==> config.mk <==
export PLATFORM = sky130hd
export DESIGN_NAME = dmem_arbiter
export DESIGN_NICKNAME = d
export VERILOG_FILES = /design/src/rtl/dmem_arbiter.sv
export SDC_FILE = /design/constraint.sdc
export NUM_CORES = 1
export LEC_CHECK = 0
export BUFFER_PORTS_ARGS = -buffer_cell sky130_fd_sc_hd__buf_2
export CAP_MARGIN = 15
export CORE_MARGIN = 2
export CORE_UTILIZATION = 47
export DETAILED_ROUTE_END_ITERATION = 6
export GPL_ROUTABILITY_DRIVEN = 0
export PLACE_DENSITY_LB_ADDON = 0.15
export SYNTH_ARGS = -nofsm -noshare
export SYNTH_HDL_FRONTEND = slang
export SYNTH_SLANG_ARGS = --single-unit
==> constraint.sdc <==
create_clock -name clk -period 2.5 [get_ports clk]
set_clock_uncertainty 0.15 [all_clocks]
set_input_delay 0.5 -clock clk [delete_from_list [all_inputs] [get_ports clk]]
set_output_delay 0.5 -clock clk [all_outputs]
set_load 0.02 [all_outputs]
==> src/rtl/dmem_arbiter.sv <==
// -----------------------------------------------------------------------------
// dmem_arbiter
//
// Two-requester arbiter and sequencer in front of the 256 x 32 data memory.
// Port A is the CPU MEM stage and port B is the loader/debug port. Each grant
// becomes a single memory access. The memory-side signals stay stable for the
// whole access cycle. Each completed transaction returns a one-cycle ack pulse
// to the port that won.
//
// Transaction timeline: IDLE -> ACCESS (1 cycle) -> RESP (1 cycle).
// If the other port is waiting during RESP, the arbiter goes straight back to
// ACCESS for that port. Alternating ports can therefore sustain one access
// every two cycles.
//
// Configuration macro:
//   DMEM_ARB_RR_EN  when defined, contention in IDLE is resolved round-robin
//                   (the grant goes to the port opposite the last grant).
//                   When undefined, A has fixed priority over B.
//
// Ports:
//   clk, rst_n         clock (rising edge), asynchronous active-low reset
//   a_req/a_we         port A request (held until a_ack), 1 = write
//   a_addr/a_wdata     port A word address and write data
//   a_ack/a_rdata      port A completion pulse and read data (held)
//   b_*                same set of signals for port B
//   mem_we/mem_re      memory write/read strobes (only in ACCESS, never both)
//   mem_addr/mem_wdata memory address and write data (from latched request)
//   mem_rdata          memory read data, combinational from mem_addr
// -----------------------------------------------------------------------------
module dmem_arbiter #(
  parameter int ADDR_W = 8,
  parameter int DATA_W = 32
) (
  input  logic              clk,
  input  logic              rst_n,

  input  logic              a_req,
  input  logic              a_we,
  input  logic [ADDR_W-1:0] a_addr,
  input  logic [DATA_W-1:0] a_wdata,
  output logic              a_ack,
  output logic [DATA_W-1:0] a_rdata,

  input  logic              b_req,
  input  logic              b_we,
  input  logic [ADDR_W-1:0] b_addr,
  input  logic [DATA_W-1:0] b_wdata,
  output logic              b_ack,
  output logic [DATA_W-1:0] b_rdata,

  output logic              mem_we,
  output logic              mem_re,
  output logic [ADDR_W-1:0] mem_addr,
  output logic [DATA_W-1:0] mem_wdata,
  input  logic [DATA_W-1:0] mem_rdata
);

  typedef enum logic [1:0] {
    IDLE   = 2'd0,
    ACCESS = 2'd1,
    RESP   = 2'd2
  } state_t;

  state_t state, state_nxt;

  // Port id encoding: 0 = A, 1 = B.
  logic              grant_load;
  logic              grant_id;
  logic              sel_we;
  logic [ADDR_W-1:0] sel_addr;
  logic [DATA_W-1:0] sel_wdata;

  logic              lat_id;
  logic              lat_we;
  logic [ADDR_W-1:0] lat_addr;
  logic [DATA_W-1:0] lat_wdata;

`ifdef DMEM_ARB_RR_EN
  logic              last_grant;
`endif

  // Next-state and grant decision. The current winner's req is not looked at
  // in RESP, because that requester may still be holding req while it
  // observes its ack.
  always_comb begin
    state_nxt  = state;
    grant_load = 1'b0;
    grant_id   = 1'b0;
    case (state)
      IDLE: begin
        if (a_req || b_req) begin
          grant_load = 1'b1;
          state_nxt  = ACCESS;
`ifdef DMEM_ARB_RR_EN
          if (a_req && b_req) grant_id = !last_grant;
          else                grant_id = !a_req;
`else
          grant_id = !a_req;
`endif
        end
      end
      ACCESS: begin
        state_nxt = RESP;
      end
      RESP: begin
        if (lat_id ? a_req : b_req) begin
          grant_load = 1'b1;
          grant_id   = !lat_id;
          state_nxt  = ACCESS;
        end else begin
          state_nxt = IDLE;
        end
      end
      default: begin
        state_nxt = IDLE;
      end
    endcase
  end

  assign sel_we    = grant_id ? b_we    : a_we;
  assign sel_addr  = grant_id ? b_addr  : a_addr;
  assign sel_wdata = grant_id ? b_wdata : a_wdata;

  always_ff @(posedge clk or negedge rst_n) begin
    if (!rst_n) state <= IDLE;
    else        state <= state_nxt;
  end

  // Request fields are captured at grant. After that, the requester may
  // change its inputs without affecting the access in flight.
  always_ff @(posedge clk or negedge rst_n) begin
    if (!rst_n) begin
      lat_id    <= 1'b0;
      lat_we    <= 1'b0;
      lat_addr  <= '0;
      lat_wdata <= '0;
    end else if (grant_load) begin
      lat_id    <= grant_id;
      lat_we    <= sel_we;
      lat_addr  <= sel_addr;
      lat_wdata <= sel_wdata;
    end
  end

  // Read data is captured at the end of ACCESS, so it is already valid when
  // the ack rises in RESP. It is then held until the next read for the same
  // port completes.
  always_ff @(posedge clk or negedge rst_n) begin
    if (!rst_n) begin
      a_rdata <= '0;
      b_rdata <= '0;
    end else if (state == ACCESS && !lat_we) begin
      if (lat_id) b_rdata <= mem_rdata;
      else        a_rdata <= mem_rdata;
    end
  end

`ifdef DMEM_ARB_RR_EN
  // Reset value B means A wins the first contest.
  always_ff @(posedge clk or negedge rst_n) begin
    if (!rst_n)          last_grant <= 1'b1;
    else if (grant_load) last_grant <= grant_id;
  end
`endif

  // Strobes and acks decode directly from the state register. A reset in the
  // middle of a transaction therefore drops them immediately.
  assign mem_we    = (state == ACCESS) &&  lat_we;
  assign mem_re    = (state == ACCESS) && !lat_we;
  assign mem_addr  = lat_addr;
  assign mem_wdata = lat_wdata;
  assign a_ack     = (state == RESP) && !lat_id;
  assign b_ack     = (state == RESP) &&  lat_id;

endmodule
== Word-level counts from Yosys, hierarchy flattened ==
Cells that the tools add are included.

* Flip-flop bits (word level): 108
* Bits of input ports: 118
* Logic and storage cells: 35

* Eq/ne operators: 3
* Multiplexer cells: 13
* Bitwise gates (word level): 1
* Reductions and logical operators: 11

{| class="wikitable"
|+ Operator list
! operator !! count
|-
| $mux W32 || 1
|-
| $mux W8 || 1
|-
| $mux W1 || 7
|-
| $pmux W2 S3 || 1
|-
| $logic_and A1 B1 Y1 || 4
|-
| $pmux W1 S2 || 2
|-
| $reduce_and A2 Y1 || 2
|-
| $logic_not A1 Y1 || 3
|-
| $eq A2 B1 Y1 const B || 1
|-
| $eq A2 B2 Y1 const B || 1
|-
| $logic_not A2 Y1 || 1
|-
| $mux W2 || 1
|-
| $ne A2 B2 Y1 const B || 1
|-
| $logic_or A1 B1 Y1 || 1
|-
| $not A1 Y1 || 1
|}

== Logic depth before layout (Yosys ltp) ==
Gate-level depths: netlist of the first run.

* Word-level depth: 4
* Mapped depth: 6
* Mapped depth without buffers: 4

== Least setup slack after synthesis of the first run ==
No wires, ideal clock.

* Kind: flip-flop to flip-flop
* Start: register state[0]
* End: register b_rdata[10]
* Arrival time: 1.547 ns
* Required time: 2.225 ns
* Slack: 0.678 ns
* Cell stages (with the launch flop): 7
* Clock period less this slack: 1.822 ns
* Cell sequence: dfrtp_1 > and2b_4 > nor2b_4 > and2_1 > buf_6 > buf_12 > mux2_4

* Cells in the longest elaborated chain, start to end: 3

{| class="wikitable"
|+ Ends and longest elaborated chain
! what !! line !! RTL
|-
| start, declared || 64 || <nowiki>state_t state, state_nxt;</nowiki>
|-
| start signal, assigned || 126 || <nowiki>else state <= state_nxt;</nowiki>
|-
| $eq A2 B1 Y1 || -- ||
|-
| $logic_and A1 B1 Y1 || -- ||
|-
| via mem_re || 52 || <nowiki>output logic mem_re,</nowiki>
|-
| $reduce_and A2 Y1 (no source line) || -- ||
|-
| end signal, assigned || 153 || <nowiki>if (lat_id) b_rdata <= mem_rdata;</nowiki>
|-
| end, declared || 49 || <nowiki>output logic [DATA_W-1:0] b_rdata,</nowiki>
|}

The timed path passes the listed nets, and every way through them passes these cells.
A chain may end at the register's enable or synchronous reset.

== Worst setup path after layout of the first run ==
* Start: register state[0]
* End: register b_rdata[0]

* Cells in the longest elaborated chain, start to end: 3

{| class="wikitable"
|+ Ends and longest elaborated chain
! what !! line !! RTL
|-
| $eq A2 B1 Y1 || 152 || <nowiki>end else if (state == ACCESS && !lat_we) begin</nowiki>
|-
| $logic_and A1 B1 Y1 || 152 ||
|-
| $reduce_and A2 Y1 (no source line) || -- ||
|}

Every way passes these cells.

==> summary.md, run 1 <==
| Metric | Value |
|---|---|
| Initial DRC count | `between 90 and 100` |
| Leakage | `approximately 3.2 nW` |
| Dpl ws | `455 ps` |
| Die Width | `~110 um` |
| Wirelength per Cell | `16.6 um` |
| Row count | `37` |
| Register area share after synthesis | `between 50% and 60%` |
| R2R setup slack | `between 400 and 500 ps` |
| PwrDens | `between 1000 and 1500 nW/um^2` |
| CP max-delay cell | `dfrtp_1` |
| First-pass GRT wire length | `between 15 and 20 mm` |
| Area grow syn2layout | `29.4%` |
| Setup crit start | `state[0]` |
| Maxcap violations | `0` |
| Setup repair bufs after CTS | `0` |
| CP Cell Sequence | `and2b_4 -> nor2b_4 -> and2_2 -> buf_12 -> mux2_2` |
| YS warnings | `0` |
| Critical path endpoint category | `flop` |
| Netlist cell types | `19` |
| GR Util met1 | `between 20% and 30%` |
| Initial Utilization | `approximately 48%` |
| Most frequent cells in the layout | `buf_2 (224), dfrtp_1 (108), mux2_2 (78), mux2_4 (60), clkbuf_8 (9)` |
| Maximum vdd ir drop | `569 uV` |
| Ys async rst share | `between 90% and 100%` |
| Synth Instances | `roughly 290` |
| CTS tree | `done` |
| Maximum level of the CTS H-tree | `3` |
| Cts bufs inserted | `9` |
| Worst endpoint required time | `about 2600 ps` |
| CP Launch Type | `flop` |
| Final #Nets | `approximately 640` |
| Antenna viol nets, final | `0` |
| Via-per-instance ratio | `4.92` |
| Fill count | `around 830` |
| Commonest non-fill, non-tap cell in the layout | `buf_2` |
| Worst R2R Start | `state[0]` |
| Syn_nets | `between 400 and 500` |
| Initial antenna violation count | `1` |
| Final setup margin | `approximately 480 ps` |
| Grt ovf | `0` |
| Initial DRT Pass Iterations | `4` |
| Num Clock Sinks | `108` |
| Hold Slack | `between 200 and 250 ps` |
| Die Ht | `106 um` |
| Met2 global-route usage | `between 30% and 40%` |
| Via count | `roughly 3,200` |
| Vias in the first global route | `roughly 3,400` |
| Arrival @ worst endpoint | `about 2100 ps` |
| Final Setup Violations | `0` |
| Fin. Hold Viols | `0` |
| Number of I/O pins | `226` |
| Critical Path Fanout Max | `17` |
| Die area | `approximately 11,000 um^2` |
| Layout cells sized above 1 | `between 70% and 80%` |
| GRT busiest layer | `met2` |
| Slew HR | `a little under three quarters` |
| Core ar. | `10,200 um^2` |
| Dpl hpwl | `about 8 mm` |
| Overall Power | `~8.8 mW` |
| Met3 GRT Util | `~5.6%` |
| Clock latency on the worst-skew pair | `360 ps` |
| EDFF count, synth | `0` |
| Cell area after synthesis | `roughly 4900 um^2` |
| Max Fclk | `between 400 and 500 MHz` |
| Port buffer count | `225` |
| Clk buf depth | `2` |
| All-Layer GR Usage | `19.6%` |
| Post-route setup TNS | `0 ps` |
| Clk slew on worst S/H paths | `110 ps` |
| Worst-Margin Slew | `around 430 ps` |
| Tcrit/Tclk final | `about four fifths` |
| Largest net degree at the start of global routing | `55` |
| Detailed-route DRC error count | `0` |
| Number of synthesized register bits | `about 110` |
| Tmin final | `around 2000 ps` |
| WS Path Type | `flop to flop` |
| HP Class | `input pin to flop` |
| Main flop type after synthesis | `dfrtp_1` |
| Max Transition Viols Final | `0` |
| Worst Setup EP | `b_rdata[0]` |
| R2R cell count | `5` |
| Syn_area_per_cell | `approximately 17 um^2` |
| Status | `finished clean` |
| RSZ-0062 raised after global routing | `no` |
| Reg-to-reg critical path endpoint | `b_rdata[0]` |
| CTS root buf | `clkbuf_8` |
| Total Wirelength | `11.0 mm` |
| Max incr delay on CP | `a little under 500 ps` |
-- cells in the mapped netlist (2+ instances only) --
| cell | count | area, um^2 |
|---|---|---|
| nand2b_1 | 2 | 12.5 |
| buf_12 | 6 | 120 |
| and2_1 | 2 | 12.5 |
| dfrtp_1 | 108 | 2700 |
| buf_6 | 6 | 67.6 |
| mux2_4 | 60 | 901 |
| mux2_2 | 78 | 878 |
| nor2_1 | 4 | 15.0 |
| mux2_1 | 8 | 90.1 |
| buf_2 | 4 | 20.0 |
| nand2_1 | 2 | 7.51 |
-- critical path: cells and delay by family (launching register included) --
kind	cells	cell delay, ps
multiplexers	1	340
AND/OR/NAND/NOR	3	690
buffers and inverters	1	230
flip-flops	1	490
-- cell type report --
cell class              count  area [um^2]  share of cell area [%]
diodes                      1         2.50                  0.0394
repair buffers            235         1260                    19.8
flip-flops and latches    108         2700                    42.5
well taps                 136          170                    2.68
clock inverters             6         95.1                    1.50
clock buffers              10          128                    2.01
multi-input cells         164         2000                    31.5
-- per-stage QoR --
step / instance area [um^2] / utilization (%) / std cells
CTS: 6360 / 62.1 / 659
global route: 6360 / 62.1 / 660
global placement: 6120 / 59.9 / 642
finish: 6360 / 62.1 / 660
floorplan: 4910 / - / 288
detailed placement: 6120 / 59.9 / 642
-- power breakdown --
group	internal (mW)	switching (mW)
clock	0.576	0.609
combinational	2.19	2.28
sequential	2.64	0.490
-- worst min-delay path by stage --
| stage | slack [ps] | to | from | depth (start not counted) |
|---|---|---|---|---|
| finish | 220 | b_rdata[31] | mem_rdata[31] | 2 |
| global route | 210 | a_rdata[10] | mem_rdata[10] | 2 |
| CTS | 210 | a_rdata[19] | mem_rdata[19] | 2 |
| global placement | 320 | mem_wdata[21] | rst_n | 1 |
| floorplan | 50 | a_rdata[0] | rst_n | 0 |
| detailed placement | 320 | mem_wdata[23] | rst_n | 1 |
-- metal layers --
metal | vias to the layer above | part of all wire [%] | wire length (um)
li1 | 1482 | - | -
met2 | 136 | 49 | 5330
met1 | 1606 | 41 | 4530
met4 | 0 | 2.1 | 231
met3 | 20 | 8.1 | 892
met5 | - | 0 | 0
-- cell families (layout without fill, tap and decap cells) --
family                 count (synthesis)  after routing  synth area share [%]
AOI/OAI and AO/OA                      2              2                 0.229
buffers and inverters                 16            251                  4.23
DFF                                  108            108                  55.0
muxes                                146            146                  38.1
other                                  0              1                     0
and+or+nand+nor                       16             16                  2.47
-- repair_timing --
item	in CTS	in global routing
hold buffers	1	0
endpoints found under the hold margin	29	0
gates resized for setup	0	0
-- sequential cells by signal, summed over array words and instances, names as in the netlist --
signal,flops
lat_we,1
mem_wdata,32
a_rdata,32
mem_addr,8
b_rdata,32
state,2
lat_id,1
Power figures use the tool's default switching activity.
==> run 2: changes to the inputs <==
Clock period 2.5 ns to 2 ns, I/O delays scaled along.
==> run 2 against run 1 <==
  * Combinational power rose by 28%
  * Setup slack got worse by 380 ps
  * Final cell count up 0.76%
  * Register-to-register slack got worse by 340 ps
  * Non-clock buffer count up 6
  * First-iteration DRC count decreased by 10%
  * Sequential power up 25%
  * Power increased by 24%
  * Clock power up 8%
  * Largest cell class unchanged
  * Largest power group unchanged
==> summary.md, run 2 (same netlist as run 1, synthesis figures left out) <==
| Metric | Value |
|---|---|
| Maxcap violations | `0 (unchanged)` |
| Die area | `11,300 um^2 (unchanged)` |
| Switching Share | `38.3% (-0.17 points)` |
| Fin. Hold Viols | `0 (unchanged)` |
| Area of the multi-input gates | `2000 um^2 (unchanged)` |
| Maximum level of the CTS H-tree | `3 (unchanged)` |
| Via count | `3,229 (-0.46%)` |
| Final Setup Violations | `0 (unchanged)` |
| Num Clock Sinks | `108 (unchanged)` |
| Reg-to-reg critical path endpoint | `b_rdata[0]` |
| Post-route setup TNS | `0 ps (unchanged)` |
| Clock power share | `11.8% (-1.7 points)` |
| Fill count | `815 (-2.3%)` |
| Critical path endpoint category | `output pin` |
| Die Width | `106 um (unchanged)` |
| CTS tree | `done` |
| Final core occ | `62.6% (+0.44 points)` |
| Clock latency on the worst-skew pair | `360 ps (about the same)` |
| WHS Endpoint | `lat_id` |
| Leakage | `3.19 nW (+0.57%)` |
| Maximum vdd ir drop | `804 uV (+41%)` |
| CTS root buf | `clkbuf_8` |
| Port buffer count | `225 (unchanged)` |
| Initial DRC count | `87 (-10%)` |
| Commonest non-fill, non-tap cell in the layout | `buf_2` |
| Initial DRT Pass Iterations | `4 (unchanged)` |
| Vias in the first global route | `3,467 (+1.1%)` |
| Clk buf depth | `2 (unchanged)` |
| Die Ht | `106 um (unchanged)` |
| Tcrit/Tclk final | `around 95%` |
| Max Transition Viols Final | `0 (unchanged)` |
| Antenna viol nets, final | `0 (unchanged)` |
| Cts bufs inserted | `9 (unchanged)` |
| Tmin final | `around 1900 ps` |
| Min-Delay Path Depth | `2 (unchanged)` |
| R2R cell count | `5 (unchanged)` |
| Arrival @ worst endpoint | `1350 ps (-770 ps)` |
| Hold Crit Start | `a_req` |
| Wirelength per Cell | `16.3 um (-2.2%)` |
| RSZ-0062 raised after global routing | `no` |
| Largest net degree at the start of global routing | `37 (-33%)` |
| Via-per-instance ratio | `4.86 (-1.2%)` |
| Slew HR | `68.3% (-2.8 points)` |
| Grt ovf | `0 (unchanged)` |
| Clk slew on worst S/H paths | `100 ps (about the same)` |
| Worst-Margin Slew | `475 ps (+41.8 ps)` |
| PwrDens | `1700 nW/um^2 (+23%)` |
| Max Fclk | `between 500 and 600 MHz` |
| Most frequent cells in the layout | `buf_2 (223), dfrtp_1 (108), mux2_2 (78), mux2_4 (60), buf_4 (10)` |
| Status | `finished clean` |
| Ant diodes | `0 (-1)` |
| WS Path Type | `flop to output pin` |
| CP Launch Type | `flop` |
| Layout cells sized above 1 | `75.2% (-0.098 points)` |
| Critical Path Fanout Max | `4 (-13)` |
| Reg area | `2700 um^2 (unchanged)` |
| R2R setup slack | `140 ps (-340 ps)` |
| Worst R2R Start | `state[1]` |
| Worst endpoint required time | `1450 ps (-1150 ps)` |
| Initial Utilization | `48.0% (unchanged)` |
| Setup crit start | `state[1]` |
| Area grow syn2layout | `30.4%` |
| Row count | `37 (unchanged)` |
| Detailed-route DRC error count | `0 (unchanged)` |
| Dpl hpwl | `8.23 mm (+2.5%)` |
| Total Wirelength | `10.8 mm (-1.5%)` |
| Final #Nets | `642 (+0.94%)` |
| Number of I/O pins | `226 (unchanged)` |
| Core ar. | `10,200 um^2 (unchanged)` |
| Switching pwr | `4.18 mW (+24%)` |
| Initial antenna violation count | `0 (-1)` |
| HP Class | `input pin to flop` |
| Reg power frac | `35.8% (+0.2 points)` |
| All-Layer GR Usage | `19.7% (+0.14 points)` |
| Internal | `6.74 mW (+24%)` |
| Logic pwr share | `52.5% (+1.6 points)` |
| First-pass GRT wire length | `17.4 mm (+0.80%)` |
| Setup repair bufs after CTS | `0 (unchanged)` |
==> run 2: area by class of cell <==
cell class	instances	share of cell area, %
multi-input combinational	164	31.3
sequential	108	42.2
clock inverter	4	0.782
tap	136	2.66
timing repair buffer	241	20.9
clock buffer	12	2.11
==> run 2: repair_timing <==
action | 4_1_cts | 5_1_grt
endpoints found under the hold margin | 32 | 0
hold buffers | 1 | 0
gates resized for setup | 0 | 1
endpoints found under the setup margin | 0 | 1
==> run 2: how the worst max path moves through the flow <==
stage / endpoint / slack [ps] / cells after the start
floorplan: b_rdata[10] / 180 / 6
global placement: mem_wdata[25] / 170 / 6
detailed placement: mem_addr[2] / 150 / 6
CTS: mem_re / 50 / 3
global route: a_ack / 10 / 3
finish: mem_re / 100 / 3
==> run 2: power by group through the flow <==
stage / Clock, mW / Sequential [mW] / Combinational (mW)
after detailed placement: 0 / 3.94 / 5.78
after global placement: 0 / 3.87 / 5.72
after floorplan: 0 / 5.25 / 2.69
after global routing: 1.42 / 4.04 / 6.09
final: 1.28 / 3.90 / 5.72
after CTS: 1.33 / 3.91 / 5.80
==> run 2: per-layer routing <==
layer | vias to the layer above | share of wire (%) | track usage [%]
li1 | 1493 | - | -
met2 | 126 | 52 | 33.9
met3 | 10 | 7.1 | 6.07
met5 | - | 0 | 0
met4 | 0 | 1.3 | 5.55
met1 | 1600 | 40 | 23.9
==> run 2: worst max-delay path, cell delays in order (launching register included) <==
cell and delay (ps):
dfrtp_1 420, and2b_4 270, nor2b_4 150, buf_4 150
==> run 2: through the flow <==
step | area [um^2] | instances | setup WS (ps) | total power, mW | hold WS [ps]
floorplan | 4910 | 288 | 178 | 7.95 | -45.6
global route | 6400 | 665 | 11.9 | 11.5 | 96.9
detailed placement | 6210 | 648 | 145 | 9.72 | 238
CTS | 6400 | 665 | 46.4 | 11.0 | 89.6
global placement | 6210 | 648 | 172 | 9.59 | 231
finish | 6400 | 665 | 101 | 10.9 | 114
==> run 3: changes to the inputs <==
Settings changed: ABC_AREA set to 1.
==> run 3 against run 2 <==
  * Critical path depth is the same
  * Critical endpoint unchanged
  * Power shrank 4.2%
  * Core utilization decreased by 0.59 points
  * Sequential power rose by 1%
  * Critical path type unchanged
  * Combinational power decreased by 8.7%
==> summary.md, run 3 <==
| Metric | Value |
|---|---|
| CP max-delay cell | `dfrtp_1` |
| Slew HR | `56.8% (-12 points)` |
| Cts bufs inserted | `9 (unchanged)` |
| Fin area | `6370 um^2 (-0.49%)` |
| Max incr delay on CP | `450 ps (+30 ps)` |
| Die area | `11,400 um^2 (+1.1%)` |
| Count leader, synth | `nand2_1` |
| Grt ovf | `0 (unchanged)` |
| Clk slew on worst S/H paths | `110 ps (about the same)` |
| Via count | `4,603 (+43%)` |
| Switching pwr | `4.91 mW (+18%)` |
| EDFF count, synth | `0 (unchanged)` |
| Largest area contributor in the netlist | `dfrtp_1` |
| Cell area after synthesis | `4970 um^2 (+1.1%)` |
| Initial DRC count | `159 (+83%)` |
| Port buffer count | `225 (unchanged)` |
| Die Ht | `107 um (+0.53%)` |
| Maxcap violations | `0 (unchanged)` |
| Syn_area_per_cell | `8.06 um^2 (-53%)` |
| First-pass GRT wire length | `19.9 mm (+14%)` |
| Num Clock Sinks | `108 (unchanged)` |
| Synth Area in Adders | `0% (unchanged)` |
| Internal | `5.54 mW (-18%)` |
| Wirelength per Cell | `12.8 um (-21%)` |
| Clock power share | `12.3% (+0.5 points)` |
| Buf+Inv Stages, Crit Path | `2 (+1)` |
| Reg power frac | `37.7% (+1.9 points)` |
| Synth Area in Simple Gates | `25.0% (+23 points)` |
| Final #Nets | `950 (+48%)` |
| Dpl cell area | `6130 um^2 (-1.2%)` |
| CTS tree | `done` |
| Die Width | `107 um (+0.53%)` |
| Switching Share | `47.0% (+8.7 points)` |
| Synth cell count leaders | `nand2_1 (193), inv_1 (118), dfrtp_1 (108)` |
| Area grow syn2layout | `28.3%` |
| Arrival @ worst endpoint | `1370 ps (+20 ps)` |
| HP Class | `input pin to flop` |
| Share of the synthesized area in the top cell type | `54.4% (-0.60 points)` |
| Post-route setup TNS | `0 ps (unchanged)` |
| Row count | `37 (unchanged)` |
| Status | `finished clean` |
| Netlist cell types | `17 (-2)` |
| Maximum vdd ir drop | `932 uV (+16%)` |
| Leakage | `3.91 nW (+22%)` |
| RSZ-0062 raised after global routing | `yes` |
| Mux contribution to synthesized area | `0% (-38 points)` |
| Number of I/O pins | `226 (unchanged)` |
| Initial antenna violation count | `0 (unchanged)` |
| CP Cell Sequence | `inv_2 -> nor3_4 -> buf_2` |
| Commonest non-fill, non-tap cell in the layout | `buf_2` |
| Maximum level of the CTS H-tree | `3 (unchanged)` |
| Post-synthesis compound-gate area fraction | `6.55% (+6.3 points)` |
| Tcrit/Tclk final | `95.9% (+0.98 points)` |
| Syn_nets | `734 (+81%)` |
| Final setup margin | `81.2 ps (-19.6 ps)` |
| Antenna viol nets, final | `0 (unchanged)` |
| Final Setup Violations | `0 (unchanged)` |
| PwrDens | `1640 nW/um^2 (-3.7%)` |
| CTS root buf | `clkbuf_8` |
| WS Path Type | `flop to output pin` |
| Most frequent cells in the layout | `buf_2 (223), nand2_1 (193), inv_1 (118), dfrtp_1 (108), nand3_1 (82)` |
| Register area share after synthesis | `54.4% (-0.60 points)` |
| Hold Slack | `126 ps (+11.4 ps)` |
| Synth Instances | `616 (+110%)` |
| Top post-synthesis cells by area | `dfrtp_1 (54%), nand2_1 (15%), inv_1 (8.9%)` |
| XOR/XNOR share of the synthesized area | `0% (unchanged)` |
| Clk buf depth | `2 (unchanged)` |
| All-Layer GR Usage | `21.9% (+2.2 points)` |
| Clock latency on the worst-skew pair | `360 ps (about the same)` |
| CP delay by family, top | `flip-flops` |
| Dpl ws | `286 ps (+141 ps)` |
| Worst-Margin Slew | `648 ps (+173 ps)` |
| Total Wirelength | `12.5 mm (+15%)` |
| YS warnings | `0 (unchanged)` |
| Vias in the first global route | `4,335 (+25%)` |
| Largest net degree at the start of global routing | `65 (+76%)` |
| Detailed-route DRC error count | `0 (unchanged)` |
| Dpl hpwl | `9.09 mm (+10%)` |
| Ant diodes | `0 (unchanged)` |
| Overall Power | `10.5 mW (-4.2%)` |
| Initial Utilization | `48.3% (+0.31 points)` |
| Critical Path Fanout Max | `4 (unchanged)` |
| CP Launch Type | `flop` |
| Via-per-instance ratio | `4.73 (-2.6%)` |
| Main flop type after synthesis | `dfrtp_1` |
| Core ar. | `10,300 um^2 (+0.45%)` |
| Ys async rst share | `100% (unchanged)` |
| Largest family of logic cells by synthesized area | `simple AND/OR/NAND/NOR gates` |
| Number of synthesized register bits | `108 (unchanged)` |
| Max Transition Viols Final | `0 (unchanged)` |
| Initial DRT Pass Iterations | `4 (unchanged)` |
| Layout cells sized above 1 | `31.5% (-44 points)` |
| Tmin final | `1920 ps (+19.6 ps)` |
| Fin. Hold Viols | `0 (unchanged)` |
| Max Fclk | `521 MHz (-1.0%)` |
| Critical path endpoint category | `output pin` |
| Worst endpoint required time | `1450 ps (about the same)` |
| Logic pwr share | `49.9% (-2.6 points)` |
## run 3: changes by cell type after synthesis, sizes merged, moves of 3 or more
cell	delta
mux2	-146
nor2	+3
buf	+16
o21ai	+65
inv	+121
nand3	+81
nand2	+197
## run 3: metrics by stage
| step | instances | util, % |
|---|---|---|
| 2_1_floorplan | 616 | - |
| 3_3_place_gp | 954 | 59.7 |
| 3_5_place_dp | 954 | 59.7 |
| 4_1_cts | 972 | 61.8 |
| 5_1_grt | 973 | 62.0 |
| 6_report | 973 | 62.0 |
## run 3: cells by family (layout without fill, tap and decap cells)
group           Yosys count  after routing
compound gates           65             65
buf+inv                 153            374
flops                   108            108
simple gates            290            290
## run 3: final cells by class
cell class                 instances  area (um^2)
clock buffer                      10          138
sequential                       108         2700
clock inverter                     6         55.1
timing repair buffer             237         1260
tap                              136          170
fill                             958         3910
multi-input combinational        355         1590
inverter                         121          457
## run 3: path summary, 6_finish.rpt
path                                from       endpoint  slack [ps]  depth (start not counted)
max                             state[0]         mem_re          80                          3
min                        mem_rdata[21]    b_rdata[21]         130                          3
max reg2reg                     state[1]  mem_wdata[21]         190                          8
min reg2reg                mem_wdata[16]  mem_wdata[16]         330                          2
max in group asynchronous          rst_n     b_rdata[1]         690                          3
min in group asynchronous          rst_n    b_rdata[16]         390                          2
## run 3: timing repair
action / 4_1_cts / 5_1_grt
resized for setup: 2 / 3
setup buffers: 1 / 1
setup endpoints to repair: 1 / 2
hold buffers: 1 / 0
endpoints found under the hold margin: 36 / 0
## run 3: power by group through the flow
stage	registers [mW]	logic, mW	clock network [mW]
floorplan	5.19	2.33	0
global placement	3.94	5.12	0
detailed placement	3.96	5.26	0
CTS	3.94	5.27	1.32
global route	4.07	5.77	1.43
finish	3.95	5.22	1.29
## run 3: per-layer routing
metal	vias up	share of wire (%)	track usage, %
li1	2298	-	-
met1	2109	42	27.7
met2	177	49	37.0
met3	19	7.3	4.68
met4	0	1.7	7.98
met5	-	0	0
## run 3: worst register-to-register path, delay by kind of cell, from the launching register on
kind	cells	cell delay (ps)
compound gates	1	160
buf+inv	3	550
flops	1	440
simple gates	4	460
